### config.mk
export PLATFORM = sky130hd
export DESIGN_NAME = id_hazard_ctrl
export DESIGN_NICKNAME = d
export VERILOG_FILES = /design/src/rtl/id_hazard_ctrl_pkg.sv /design/src/rtl/id_hazard_ctrl_sat_counter.sv /design/src/rtl/id_hazard_ctrl.sv
export SDC_FILE = /design/constraint.sdc
export NUM_CORES = 1
export LEC_CHECK = 0
export ABC_AREA = 1
export CORE_MARGIN = 5
export CORE_UTILIZATION = 50
export DETAILED_ROUTE_END_ITERATION = 12
export GPL_ROUTABILITY_DRIVEN = 0
export PLACE_DENSITY = 0.81
export SKIP_CTS_REPAIR_TIMING = 1
export SYNTH_ARGS = -nofsm -noshare
export SYNTH_HDL_FRONTEND = slang
export SYNTH_SLANG_ARGS = --single-unit
### constraint.sdc
create_clock -name clk -period 2.6 [get_ports clk]
set_input_delay 0.78 -clock clk [delete_from_list [all_inputs] [get_ports clk]]
set_output_delay 0.78 -clock clk [all_outputs]
set_load 0.1 [all_outputs]
### src/rtl/id_hazard_ctrl_pkg.sv
// Shared types and constants for the ID-stage hazard controller.
// Holds the FSM state enum, the zero-register constant and counter width.
package id_hazard_ctrl_pkg;

   typedef enum logic {
      RUN = 1'b0,
      LDW = 1'b1
   } state_e;

   localparam logic [4:0] REG_ZERO = 5'd0;
   localparam int         CNT_W    = 16;

   // True when a producer writing 'wr' feeds an operand the ID instruction reads.
   function automatic logic reg_match(
      input logic [4:0] wr,
      input logic [4:0] rs,
      input logic [4:0] rt,
      input logic       use_rs,
      input logic       use_rt
   );
      return (wr != REG_ZERO) && ((use_rs && (wr == rs)) || (use_rt && (wr == rt)));
   endfunction

endpackage

### src/rtl/id_hazard_ctrl_sat_counter.sv
// Saturating up-counter with synchronous clear; clear beats increment.
// Latency: one cycle from enable to count; no backpressure, holds at all-ones.
module sat_counter
   import id_hazard_ctrl_pkg::*;
#(
   parameter int W = CNT_W
) (
   input  logic         clk,
   input  logic         reset_n,
   input  logic         en,
   input  logic         clr,
   output logic [W-1:0] cnt
);

   logic [W-1:0] cnt_q;
   logic [W-1:0] cnt_d;

   always_comb begin
      cnt_d = cnt_q;
      if (clr) begin
         cnt_d = '0;
      end else if (en && (cnt_q != {W{1'b1}})) begin
         cnt_d = cnt_q + W'(1);
      end
   end

   always_ff @(posedge clk or negedge reset_n) begin
      if (!reset_n) begin
         cnt_q <= '0;
      end else begin
         cnt_q <= cnt_d;
      end
   end

   assign cnt = cnt_q;

endmodule

### src/rtl/id_hazard_ctrl.sv
// ID-stage load-use / branch hazard controller with stall and flush counters.
// Latency: outputs are combinational (0 cycles); ext_stall freezes state, outputs and counters.
module id_hazard_ctrl
   import id_hazard_ctrl_pkg::*;
(
   input  logic             clk,
   input  logic             reset_n,
   input  logic [4:0]       IF_ID_rs,
   input  logic [4:0]       IF_ID_rt,
   input  logic             ID_uses_rs,
   input  logic             ID_uses_rt,
   input  logic             ID_Branch,
   input  logic             Branch_taken,
   input  logic             ID_EX_RegWrite,
   input  logic             ID_EX_MemRead,
   input  logic [4:0]       ID_EX_Write_register,
   input  logic             EX_MEM_MemRead,
   input  logic [4:0]       EX_MEM_Write_register,
   input  logic             ext_stall,
   input  logic             cnt_clr,
   output logic             PC_Write,
   output logic             IF_ID_Write,
   output logic             ID_EX_Flush,
   output logic             IF_ID_Flush,
   output logic [CNT_W-1:0] stall_cycles,
   output logic [CNT_W-1:0] flush_count
);

   state_e state_q;
   state_e state_d;
   logic   m_ex;
   logic   m_mem;
   logic   hz1;
   logic   hz2;
   logic   stall;

   assign m_ex  = reg_match(ID_EX_Write_register, IF_ID_rs, IF_ID_rt, ID_uses_rs, ID_uses_rt);
   assign m_mem = reg_match(EX_MEM_Write_register, IF_ID_rs, IF_ID_rt, ID_uses_rs, ID_uses_rt);

   // A load feeding a branch needs two bubbles; every other hazard needs one.
   assign hz2 = ID_Branch && ID_EX_MemRead && m_ex;
   assign hz1 = (ID_Branch && ID_EX_RegWrite && !ID_EX_MemRead && m_ex)
             || (ID_Branch && EX_MEM_MemRead && m_mem)
             || (!ID_Branch && ID_EX_MemRead && m_ex);

   always_comb begin
      state_d     = state_q;
      stall       = 1'b0;
      PC_Write    = 1'b1;
      IF_ID_Write = 1'b1;
      ID_EX_Flush = 1'b0;
      IF_ID_Flush = 1'b0;

      case (state_q)
         RUN: begin
            if (hz2) begin
               stall   = 1'b1;
               state_d = LDW;
            end else if (hz1) begin
               stall   = 1'b1;
            end
         end
         LDW: begin
            stall   = 1'b1;
            state_d = RUN;
         end
         default: begin
            state_d = RUN;
         end
      endcase

      if (ext_stall) begin
         state_d = state_q;
      end

      if (!reset_n) begin
         PC_Write    = 1'b0;
         IF_ID_Write = 1'b0;
         ID_EX_Flush = 1'b1;
         IF_ID_Flush = 1'b1;
      end else if (ext_stall) begin
         PC_Write    = 1'b0;
         IF_ID_Write = 1'b0;
      end else if (stall) begin
         PC_Write    = 1'b0;
         IF_ID_Write = 1'b0;
         ID_EX_Flush = 1'b1;
      end else begin
         IF_ID_Flush = Branch_taken && ID_Branch;
      end
   end

   always_ff @(posedge clk or negedge reset_n) begin
      if (!reset_n) begin
         state_q <= RUN;
      end else begin
         state_q <= state_d;
      end
   end

   sat_counter #(.W(CNT_W)) u_stall_cnt (
      .clk     (clk),
      .reset_n (reset_n),
      .en      (ID_EX_Flush),
      .clr     (cnt_clr && !ext_stall),
      .cnt     (stall_cycles)
   );

   sat_counter #(.W(CNT_W)) u_flush_cnt (
      .clk     (clk),
      .reset_n (reset_n),
      .en      (IF_ID_Flush),
      .clr     (cnt_clr && !ext_stall),
      .cnt     (flush_count)
   );

endmodule

==> results.toml <==
[setup_path]
cp.arrival_ns = 2.10
reg2reg_depth = 9
critPathCaptureType = "output pin"
cp-start-kind = "input pin"
critPathMaxFanout = 2
crit_type = "in -> out"
cp.required_ns = 1.82

[drt]
drt_first_pass_iters = 4
first_iter_violations = 149
drt-wirelength-per-cell_um = 13.18
drc = 0
routed_via_density = 5.244
wirelength_mm = 7.238
drtAntennaViolNets = 0
vias = 2879

[logic_synthesis]
syn_nets = 436
ys_ff_latch = 33
ys_types = 26
yosys.area_share.simple_pct = 48.50
synth_compound_area_share_pct = 0.8099
synth-xor-area-share_pct = 8.671
yosys.area_share.adder_pct = 0.9528
synth_area_um2 = 2626
synth_top_family_by_area = "simple AND/OR/NAND/NOR gates"
synth.avg_cell_area_um2 = 6.517
synthMuxAreaShare_pct = 0
syn_inst = 403
ys_seq_area_share_pct = 31.44
ys_warn_count = 0

[grt]
grt_pass1_vias = 2643
grt_pass1_wl_mm = 11.83
grt_max_degree = 33
grt_remaining_overflow = 0
antenna_found_initial = 0
track_usage_pct = 21.90

[power_and_ir_drop]
ir_drop_mv = 0.4285
leakagePower_nw = 2.068
powerDensity_nw_per_um2 = 473.6
power.total_mw = 1.693

[timing]
hold_violations = 0
setup_viol = 4
period_share_pct = 111.0
fmaxAchievable_mhz = 346.6
rsz0062_at_grt = "true"
whs_ns = 0.4345
fin_skew_ns = 0.003987
tightestPinTransition_ns = 0.4507
relSlewSlack_pct = 69.68
slew_viol_final = 0
layout_setup_ws_ns = -0.2850
fin_crit_ns = 2.885

[run_status]
violations = "negative setup slack"
status = "finished, violations left"

[place]
dpl.hpwl_mm = 5.466
placedCellCount = 538
port_buffers = 66
dp_worst_setup_slack_ns = -0.7197

[final_layout]
layout_commonest_cell = "nand2_1"
area_growth_pct = 36.11
final_core_util_pct = 69.99
drive_gt1_share_pct = 25.05
nets = 511
final_cell_mix = "125 x nand2_1, 49 x nand3_1, 47 x buf_4"
final_cells = 549
nFillCells = 440
n_antenna_cell = 0

[clock_network]
cts_max_path_buffers = 2
numClockSinks = 33
numCtsBuffers = 5
clk_pin_slew_ns = 0.07
worstSkewPairLatency_ns = 0.28
cts_root_buf = "clkbuf_8"
cts_tree = "done"
htreeDepth = 2

[die]
fp-row-count = 26
io_pins = 67
initial_core_util_pct = 51.42
core_area_um2 = 5107
dieArea_um2 = 6802
die_w_um = 82.48
die_y_um = 82.48

[run]
cap_violations = 0

[min_path]
hold_class = "in -> async"
## report_power, final
group	internal [mW]	switching (mW)	total, mW
combinational	0.165	0.433	0.598
sequential	0.544	0.0489	0.592
clock	0.313	0.190	0.503
total	1.02	0.672	1.69
## per-stage QoR
| step | cell area (um^2) | TNS (ns) |
|---|---|---|
| 6_report | 3575 | -0.9203 |
| 5_1_grt | 3575 | -1.243 |
| 4_1_cts | 3525 | -2.634 |
| 3_5_place_dp | 3408 | -10.73 |
| 3_3_place_gp | 3408 | -9.143 |
| 2_1_floorplan | 2710 | -1.068 |
## metal layers
| metal | vias to the layer above | global-route usage, % | wire (um) |
|---|---|---|---|
| met4 | 0 | 3.322 | 58 |
| met5 | - | 0 | 0 |
| met1 | 1331 | 27.71 | 3190 |
| met3 | 10 | 3.579 | 428 |
| li1 | 1452 | - | - |
| met2 | 86 | 39.58 | 3561 |
## worst paths after layout
kind                                                 from                             end  slack [ns]
max                                         ID_EX_MemRead                        PC_Write       -0.28
min                                               reset_n             state_q$_DFFE_PN0N_        0.43
max reg2reg                u_flush_cnt.cnt[1]$_DFFE_PN0P_  u_flush_cnt.cnt[8]$_DFFE_PN0P_        0.64
min reg2reg                u_stall_cnt.cnt[1]$_DFFE_PN0P_  u_stall_cnt.cnt[1]$_DFFE_PN0P_        0.59
max in group asynchronous                         reset_n  u_flush_cnt.cnt[7]$_DFFE_PN0P_        1.62
min in group clk           u_stall_cnt.cnt[1]$_DFFE_PN0P_  u_stall_cnt.cnt[1]$_DFFE_PN0P_        0.59
## cell type report
type                            instances  area [um^2]  share of cell area, %
Inverter                               47        216.5                  6.055
Timing Repair Buffer                   81        710.7                  19.88
Multi-Input combinational cell        310         1618                  45.26
Tap cell                               70        87.58                  2.450
Clock inverter                          1        30.03                 0.8400
Clock buffer                            7        86.33                  2.415
Sequential cell                        33        825.8                  23.10
## synth_stat cells (all sizes together)
cell    number  area (um^2)
nand2      139        556.8
nand3       50        250.2
inv         47        176.4
nor2        46        180.2
dfrtp       33        825.8
nand4       28        175.2
xor2        21        183.9
buf          8        57.55
nor4         6        52.55
clkbuf       5        18.77
nor3         5        25.02
xnor2        5        43.79
a21oi        2        10.01
ha           2        25.02
nand3b       2        18.77
nor3b        2        15.01
o21ai        1        5.000
o22ai        1        6.260
## critical path, cell delays in order
cell	delay [ns]
clkdlybuf4s50_1	0.43
a21oi_1	0.12
inv_1	0.07
nand3_2	0.08
nand2_2	0.07
nor3b_4	0.32
buf_12	0.22
## flip-flops by register name (all words and copies together), names as in the netlist
signal,count
u_stall_cnt.cnt,16
state_q,1
u_flush_cnt.cnt,16
## cell families after synthesis
family,Yosys count
compound gates,4
simple gates,278
buf+inv,60
fa+ha+maj,2
flops,33
xor+xnor,26
Note: power is estimated with default switching activity, not from simulation.
